$ cat config.mk
export PLATFORM = sky130hd
export DESIGN_NAME = neuron_mac_unit
export DESIGN_NICKNAME = d
export VERILOG_FILES = /design/src/rtl/ann_pkg.sv /design/src/rtl/q_round_sat.sv /design/src/rtl/neuron_mac_unit.sv
export SDC_FILE = /design/constraint.sdc
export NUM_CORES = 1
export LEC_CHECK = 0
export BUFFER_PORTS_ARGS = -buffer_cell sky130_fd_sc_hd__buf_4
export CAP_MARGIN = 20
export CELL_PAD_IN_SITES_DETAIL_PLACEMENT = 1
export CELL_PAD_IN_SITES_GLOBAL_PLACEMENT = 1
export CORE_MARGIN = 1
export CORE_UTILIZATION = 51
export CTS_CLUSTER_DIAMETER = 100
export CTS_CLUSTER_SIZE = 24
export DETAILED_ROUTE_END_ITERATION = 12
export PLACE_DENSITY_LB_ADDON = 0.12
export SLEW_MARGIN = 10
export SYNTH_ARGS = -nofsm -noshare
export SYNTH_HDL_FRONTEND = slang
export SYNTH_SLANG_ARGS = --single-unit
$ cat constraint.sdc
create_clock -name CLK -period 6.3 [get_ports CLK]
set_input_delay 0.63 -clock CLK [delete_from_list [all_inputs] [get_ports CLK]]
set_output_delay 0.63 -clock CLK [all_outputs]
set_load 0.02 [all_outputs]
$ cat src/rtl/ann_pkg.sv
// Shared constants and types for the layer-0 neuron array: Q8.8 format,
// neuron fan-in, accumulator width and the MAC sequencer state encoding.
package ann_pkg;

  localparam int N_IN      = 28;
  localparam int ADDR_W    = 5;
  localparam int DATA_W    = 16;
  localparam int FRAC_BITS = 8;
  localparam int ACC_W     = 40;

  localparam logic signed [DATA_W-1:0] Q_MAX = 16'sh7FFF;
  localparam logic signed [DATA_W-1:0] Q_MIN = 16'sh8000;

  typedef enum logic [1:0] {
    IDLE  = 2'd0,
    FETCH = 2'd1,
    DRAIN = 2'd2,
    FINAL = 2'd3
  } state_t;

endpackage

$ cat src/rtl/q_round_sat.sv
// Combinational requantiser: rounds a wide fixed-point accumulator half-up,
// drops FRAC_BITS fractional bits and saturates to a DATA_W signed word.
// Shared with the later layers, hence fully parameterised.
module q_round_sat
  import ann_pkg::*;
#(
  parameter int ACC_W     = ann_pkg::ACC_W,
  parameter int DATA_W    = ann_pkg::DATA_W,
  parameter int FRAC_BITS = ann_pkg::FRAC_BITS
) (
  input  logic signed [ACC_W-1:0]  acc_in,
  output logic signed [DATA_W-1:0] q_out
);

  localparam logic signed [ACC_W-1:0] HALF    = ACC_W'(1) << (FRAC_BITS - 1);
  localparam logic signed [ACC_W-1:0] SAT_MAX = (ACC_W'(1) << (DATA_W - 1)) - ACC_W'(1);
  localparam logic signed [ACC_W-1:0] SAT_MIN = -(ACC_W'(1) << (DATA_W - 1));

  function automatic logic signed [ACC_W-1:0] round_half_up(input logic signed [ACC_W-1:0] v);
    return (v + HALF) >>> FRAC_BITS;
  endfunction

  function automatic logic signed [DATA_W-1:0] saturate(input logic signed [ACC_W-1:0] v);
    logic signed [DATA_W-1:0] r;
    if (v > SAT_MAX)      r = SAT_MAX[DATA_W-1:0];
    else if (v < SAT_MIN) r = SAT_MIN[DATA_W-1:0];
    else                  r = v[DATA_W-1:0];
    return r;
  endfunction

  // Round, shift and clamp in one combinational path
  always_comb begin
    q_out = saturate(round_half_up(acc_in));
  end

endmodule

$ cat src/rtl/neuron_mac_unit.sv
// Single-neuron multiply-accumulate sequencer. Walks the weight BRAM and the
// activation buffer in lockstep, accumulates N_IN signed Q8.8 products, adds
// the bias and emits one rounded, saturated Q8.8 result per START.
// Optional build macro NEURON_RELU_EN clamps negative results to zero.
module neuron_mac_unit
  import ann_pkg::*;
(
  input  logic              CLK,
  input  logic              RST_N,
  input  logic              START,
  input  logic [DATA_W-1:0] BIAS,
  output logic [ADDR_W-1:0] W_ADDR,
  output logic              W_EN,
  input  logic [DATA_W-1:0] W_DO,
  output logic [ADDR_W-1:0] X_ADDR,
  input  logic [DATA_W-1:0] X_DO,
  output logic              BUSY,
  output logic              OUT_VALID,
  output logic [DATA_W-1:0] OUT_DATA
);

  // Address whose presentation hands over from FETCH to DRAIN
  localparam logic [ADDR_W-1:0] LAST_FETCH_ADDR = ADDR_W'(N_IN - 2);

  state_t                   state;
  logic [ADDR_W-1:0]        w_addr;
  logic                     w_en;
  logic                     busy;
  logic                     out_valid;
  logic signed [DATA_W-1:0] out_data;
  logic signed [DATA_W-1:0] bias_q;
  logic signed [ACC_W-1:0]  acc;

  logic signed [2*DATA_W-1:0] prod;
  logic signed [ACC_W-1:0]    prod_ext;
  logic signed [ACC_W-1:0]    biased_sum;
  logic signed [DATA_W-1:0]   sat_res;
  logic signed [DATA_W-1:0]   final_res;

  // Full-precision product and bias alignment into the accumulator format
  always_comb begin
    prod       = $signed(W_DO) * $signed(X_DO);
    prod_ext   = {{(ACC_W - 2*DATA_W){prod[2*DATA_W-1]}}, prod};
    biased_sum = acc + {{(ACC_W - DATA_W - FRAC_BITS){bias_q[DATA_W-1]}}, bias_q, {FRAC_BITS{1'b0}}};
  end

  q_round_sat #(
    .ACC_W     (ACC_W),
    .DATA_W    (DATA_W),
    .FRAC_BITS (FRAC_BITS)
  ) u_round_sat (
    .acc_in (biased_sum),
    .q_out  (sat_res)
  );

`ifdef NEURON_RELU_EN
  assign final_res = sat_res[DATA_W-1] ? '0 : sat_res;
`else
  assign final_res = sat_res;
`endif

  // Sequencer: address generation, accumulation and result registration.
  // The registered enable doubles as the data-valid flag: when it is high the
  // BRAM data now on W_DO/X_DO belongs to the previously presented address.
  always_ff @(posedge CLK or negedge RST_N) begin
    if (!RST_N) begin
      state     <= IDLE;
      w_addr    <= '0;
      w_en      <= 1'b0;
      busy      <= 1'b0;
      out_valid <= 1'b0;
      out_data  <= '0;
      bias_q    <= '0;
      acc       <= '0;
    end else begin
      out_valid <= 1'b0;
      case (state)
        IDLE: begin
          if (START) begin
            acc    <= '0;
            bias_q <= $signed(BIAS);
            w_en   <= 1'b1;
            w_addr <= '0;
            busy   <= 1'b1;
            state  <= FETCH;
          end
        end
        FETCH: begin
          if (w_en) acc <= acc + prod_ext;
          w_addr <= w_addr + 1'b1;
          if (w_addr == LAST_FETCH_ADDR) state <= DRAIN;
        end
        DRAIN: begin
          if (w_en) acc <= acc + prod_ext;
          w_en   <= 1'b0;
          w_addr <= '0;
          state  <= FINAL;
        end
        FINAL: begin
          out_data  <= final_res;
          out_valid <= 1'b1;
          busy      <= 1'b0;
          state     <= IDLE;
        end
        default: state <= IDLE;
      endcase
    end
  end

  assign W_ADDR    = w_addr;
  assign X_ADDR    = w_addr;
  assign W_EN      = w_en;
  assign BUSY      = busy;
  assign OUT_VALID = out_valid;
  assign OUT_DATA  = out_data;

endmodule

==> flow_summary.json <==
{
  "r2r_start": "acc[3]",
  "synth_compound_gate_area_share": 0.118,
  "muxShareOfSynthArea": 0.0130,
  "tritoncts": "yes",
  "antenna_found_initial": 0,
  "final_common_cell": "inv_1",
  "clock.fmax_mhz": 160,
  "setup-violations-final": 0,
  "synth_top_family_by_area": "adder cells",
  "drc": 0,
  "place_area_sq_um": 20000,
  "rsz0062_at_grt": "true",
  "drt-initial-drc-count": 599,
  "ant_nets": 0,
  "syn_inst": 1974,
  "clock_skew_ns": 0.0106,
  "vias": 14500,
  "required_ns": 6.53,
  "viasPerCell": 5.55,
  "cp_cell_sequence": "buf_6 -> buf_4 -> and2_1 -> fa_2 -> inv_1 -> fa_2 -> fa_1 -> inv_1 -> fa_2 -> fa_1 -> inv_1 -> fa_1 -> inv_1 -> ha_4 -> a21oi_2 -> nand2_1 -> a31oi_1 -> a21boi_1 -> a21oi_2 -> o21ai_2 -> a22o_1 -> o41ai_2 -> xnor2_1 -> a22o_1",
  "max_cap_viol_count": 0,
  "synth_adder_area_share": 0.476,
  "synth_edf_count": 0,
  "wire_per_inst_um": 20.5,
  "layoutNonFillerInstCount": 2620,
  "die_h_um": 189,
  "rows": 68,
  "startpoint_type": "input port",
  "seq_area_frac_synth": 0.114,
  "synth-main-ff-cell": "dfrtp_1",
  "cts_hold_buf": 0,
  "final_area_sq_um": 21000,
  "netlist_area_sq_um": 17900,
  "grt_max_degree": 51,
  "drt-total-wl_um": 53700,
  "syn_nets": 2508,
  "globalplace.congestion": 0.880,
  "syn_area_per_cell_sq_um": 9.08,
  "drive_above_1_share": 0.177,
  "path_delay_family": "adder cells",
  "crit_type": "in -> reg",
  "setup_tns_ns": 0,
  "clock_latency_ns": 0.35,
  "cp-startpoint": "X_DO[6]",
  "grt_pass1_wl_um": 85300,
  "ios": 80,
  "maxSlewHeadroom": 0.410,
  "hold_viol_final": 0,
  "synth-seq-cells": 82,
  "core_area_sq_um": 34500,
  "layout_min_cycle_time_ns": 6.27,
  "syn2layout_area_growth_pct": 17.0,
  "yosysUniqueCellTypes": 74,
  "crit_fanout": 10,
  "portBuffers": 79,
  "tightest_slew_ns": 0.878,
  "worst-path-buf-inv": 6,
  "clockBufferDepth": 2,
  "synthArstFlopShare": 1.00,
  "synth_xor_area_frac": 0.0293,
  "cpPeakStageDelay_ns": 0.58,
  "hp-class": "in -> async",
  "slew_violations": 0,
  "cp-end-kind": "flip-flop",
  "insertedDiodeCount": 0,
  "cpMostUsedCell": "inv_1",
  "cts_root_buf": "clkbuf_16",
  "globalRoute.totalOverflow": 0,
  "htree_levels": 3,
  "dp_hpwl_um": 44500,
  "path_clk_slew_ns": 0.07,
  "outcome": "completed",
  "synthSimpleGateAreaFrac": 0.142,
  "clock_sinks": 82,
  "initial_core_util": 0.519,
  "worst_slack_ns": 0.0316,
  "period_share": 0.995,
  "grt_pass1_vias": 16500,
  "numPlacedInstances": 2589,
  "fin_nets": 2694,
  "most-common-layout-cells": "423 x inv_1, 314 x fa_1, 228 x buf_4",
  "slowest_stage": "fa_2",
  "cts_made_buffers": 9,
  "dp_slack_ns": -0.557,
  "drtPass1Iterations": 5,
  "die_w_um": 189,
  "yosysWarnings": 0,
  "grt.total_usage": 0.303,
  "fillCellCount": 3987,
  "crit_arrival_ns": 6.50,
  "dieArea_sq_um": 35900
}
[metal layers]
metal,share of wire,track usage
met1,0.39,0.372
met2,0.55,0.566
met3,0.029,0.0284
met4,0.027,0.0748
met5,0,0
[repair_timing]
action,4_1_cts,5_1_grt
setup buffers,1,14
pin swaps,5,62
gates resized for setup,10,101
endpoints found under the setup margin,8,15
[cells by family (layout without fill, tap and decap cells)]
group                      count (synthesis)  in the layout
and+or+nand+nor                          532            532
muxes                                     21             21
xor gates and xnor gates                  60             60
adders and majority gates                483            483
AOI/OAI and AO/OA                        296            296
DFF                                       82             82
buffers and inverters                    500            691
[stage by stage]
stage | util | hold WS (ns)
CTS | 0.590 | 0.286
global route | 0.607 | 0.305
global placement | 0.579 | 0.472
detailed placement | 0.579 | 0.482
finish | 0.607 | 0.267
floorplan | - | 0.334
[registers in the layout (all words and copies together) (netlist names)]
register,flops
BUSY,1
OUT_DATA,16
OUT_VALID,1
W_ADDR,5
W_EN,1
acc,40
bias_q,16
state,2
[worst reg2reg max path, cell delays in order (launching register included)]
cell and delay (ns):
dfrtp_1 0.40, ha_1 0.29, inv_1 0.06, fa_1 0.49, inv_1 0.04, ha_1 0.29, ha_1 0.28, inv_1 0.05
fa_1 0.54, inv_1 0.04, ha_1 0.22, fa_1 0.44, a211oi_1 0.46, o211ai_1 0.26, nand3_2 0.17, a21boi_1 0.12
a21oi_2 0.24, o21ai_2 0.10, a22o_1 0.23, o41ai_2 0.27, xnor2_1 0.12, a22o_1 0.20
[final timing paths]
| path | to | slack [ns] | cells after the start |
|---|---|---|---|
| setup / recovery | acc[29] | 0.03 | 24 |
| hold reg to reg | acc[0] | 0.49 | 2 |
| hold / removal | acc[38] | 0.27 | 1 |
| max in group asynchronous | bias_q[13] | 5.02 | 2 |
| setup reg to reg | acc[29] | 0.85 | 21 |
| min in group CLK | acc[0] | 0.49 | 2 |
[final cells by class]
class / count / area [sq um] / area share
Clock buffer: 9 / 225 / 0.0107
Tap cell: 455 / 569 / 0.0272
Multi-Input combinational cell: 1392 / 14400 / 0.687
Inverter: 427 / 1610 / 0.0767
Timing Repair Buffer: 248 / 1990 / 0.0950
Clock inverter: 7 / 106 / 0.00507
Sequential cell: 82 / 2050 / 0.0979
[synth_stat cells, types with 14 or more instances]
| master | instances | area (sq um) |
|---|---|---|
| a22o_1 | 35 | 307 |
| o21ai_0 | 47 | 235 |
| a21o_1 | 36 | 270 |
| fa_1 | 331 | 6630 |
| a31oi_1 | 14 | 87.6 |
| dfrtp_1 | 82 | 2050 |
| a21oi_1 | 60 | 300 |
| inv_1 | 427 | 1600 |
| nand3_1 | 39 | 195 |
| nand2_1 | 201 | 754 |
| o211ai_1 | 20 | 150 |
| mux2_2 | 18 | 203 |
| xor2_1 | 19 | 166 |
| ha_1 | 152 | 1900 |
| xnor2_1 | 41 | 359 |
| clkbuf_1 | 62 | 233 |
| and2_1 | 119 | 744 |
| nor3_1 | 15 | 75.1 |
| nor2_1 | 102 | 383 |
Power is left out: the tool's default activity adds up to more than one toggle a clock period on the data nets, which glitch-free logic cannot reach.
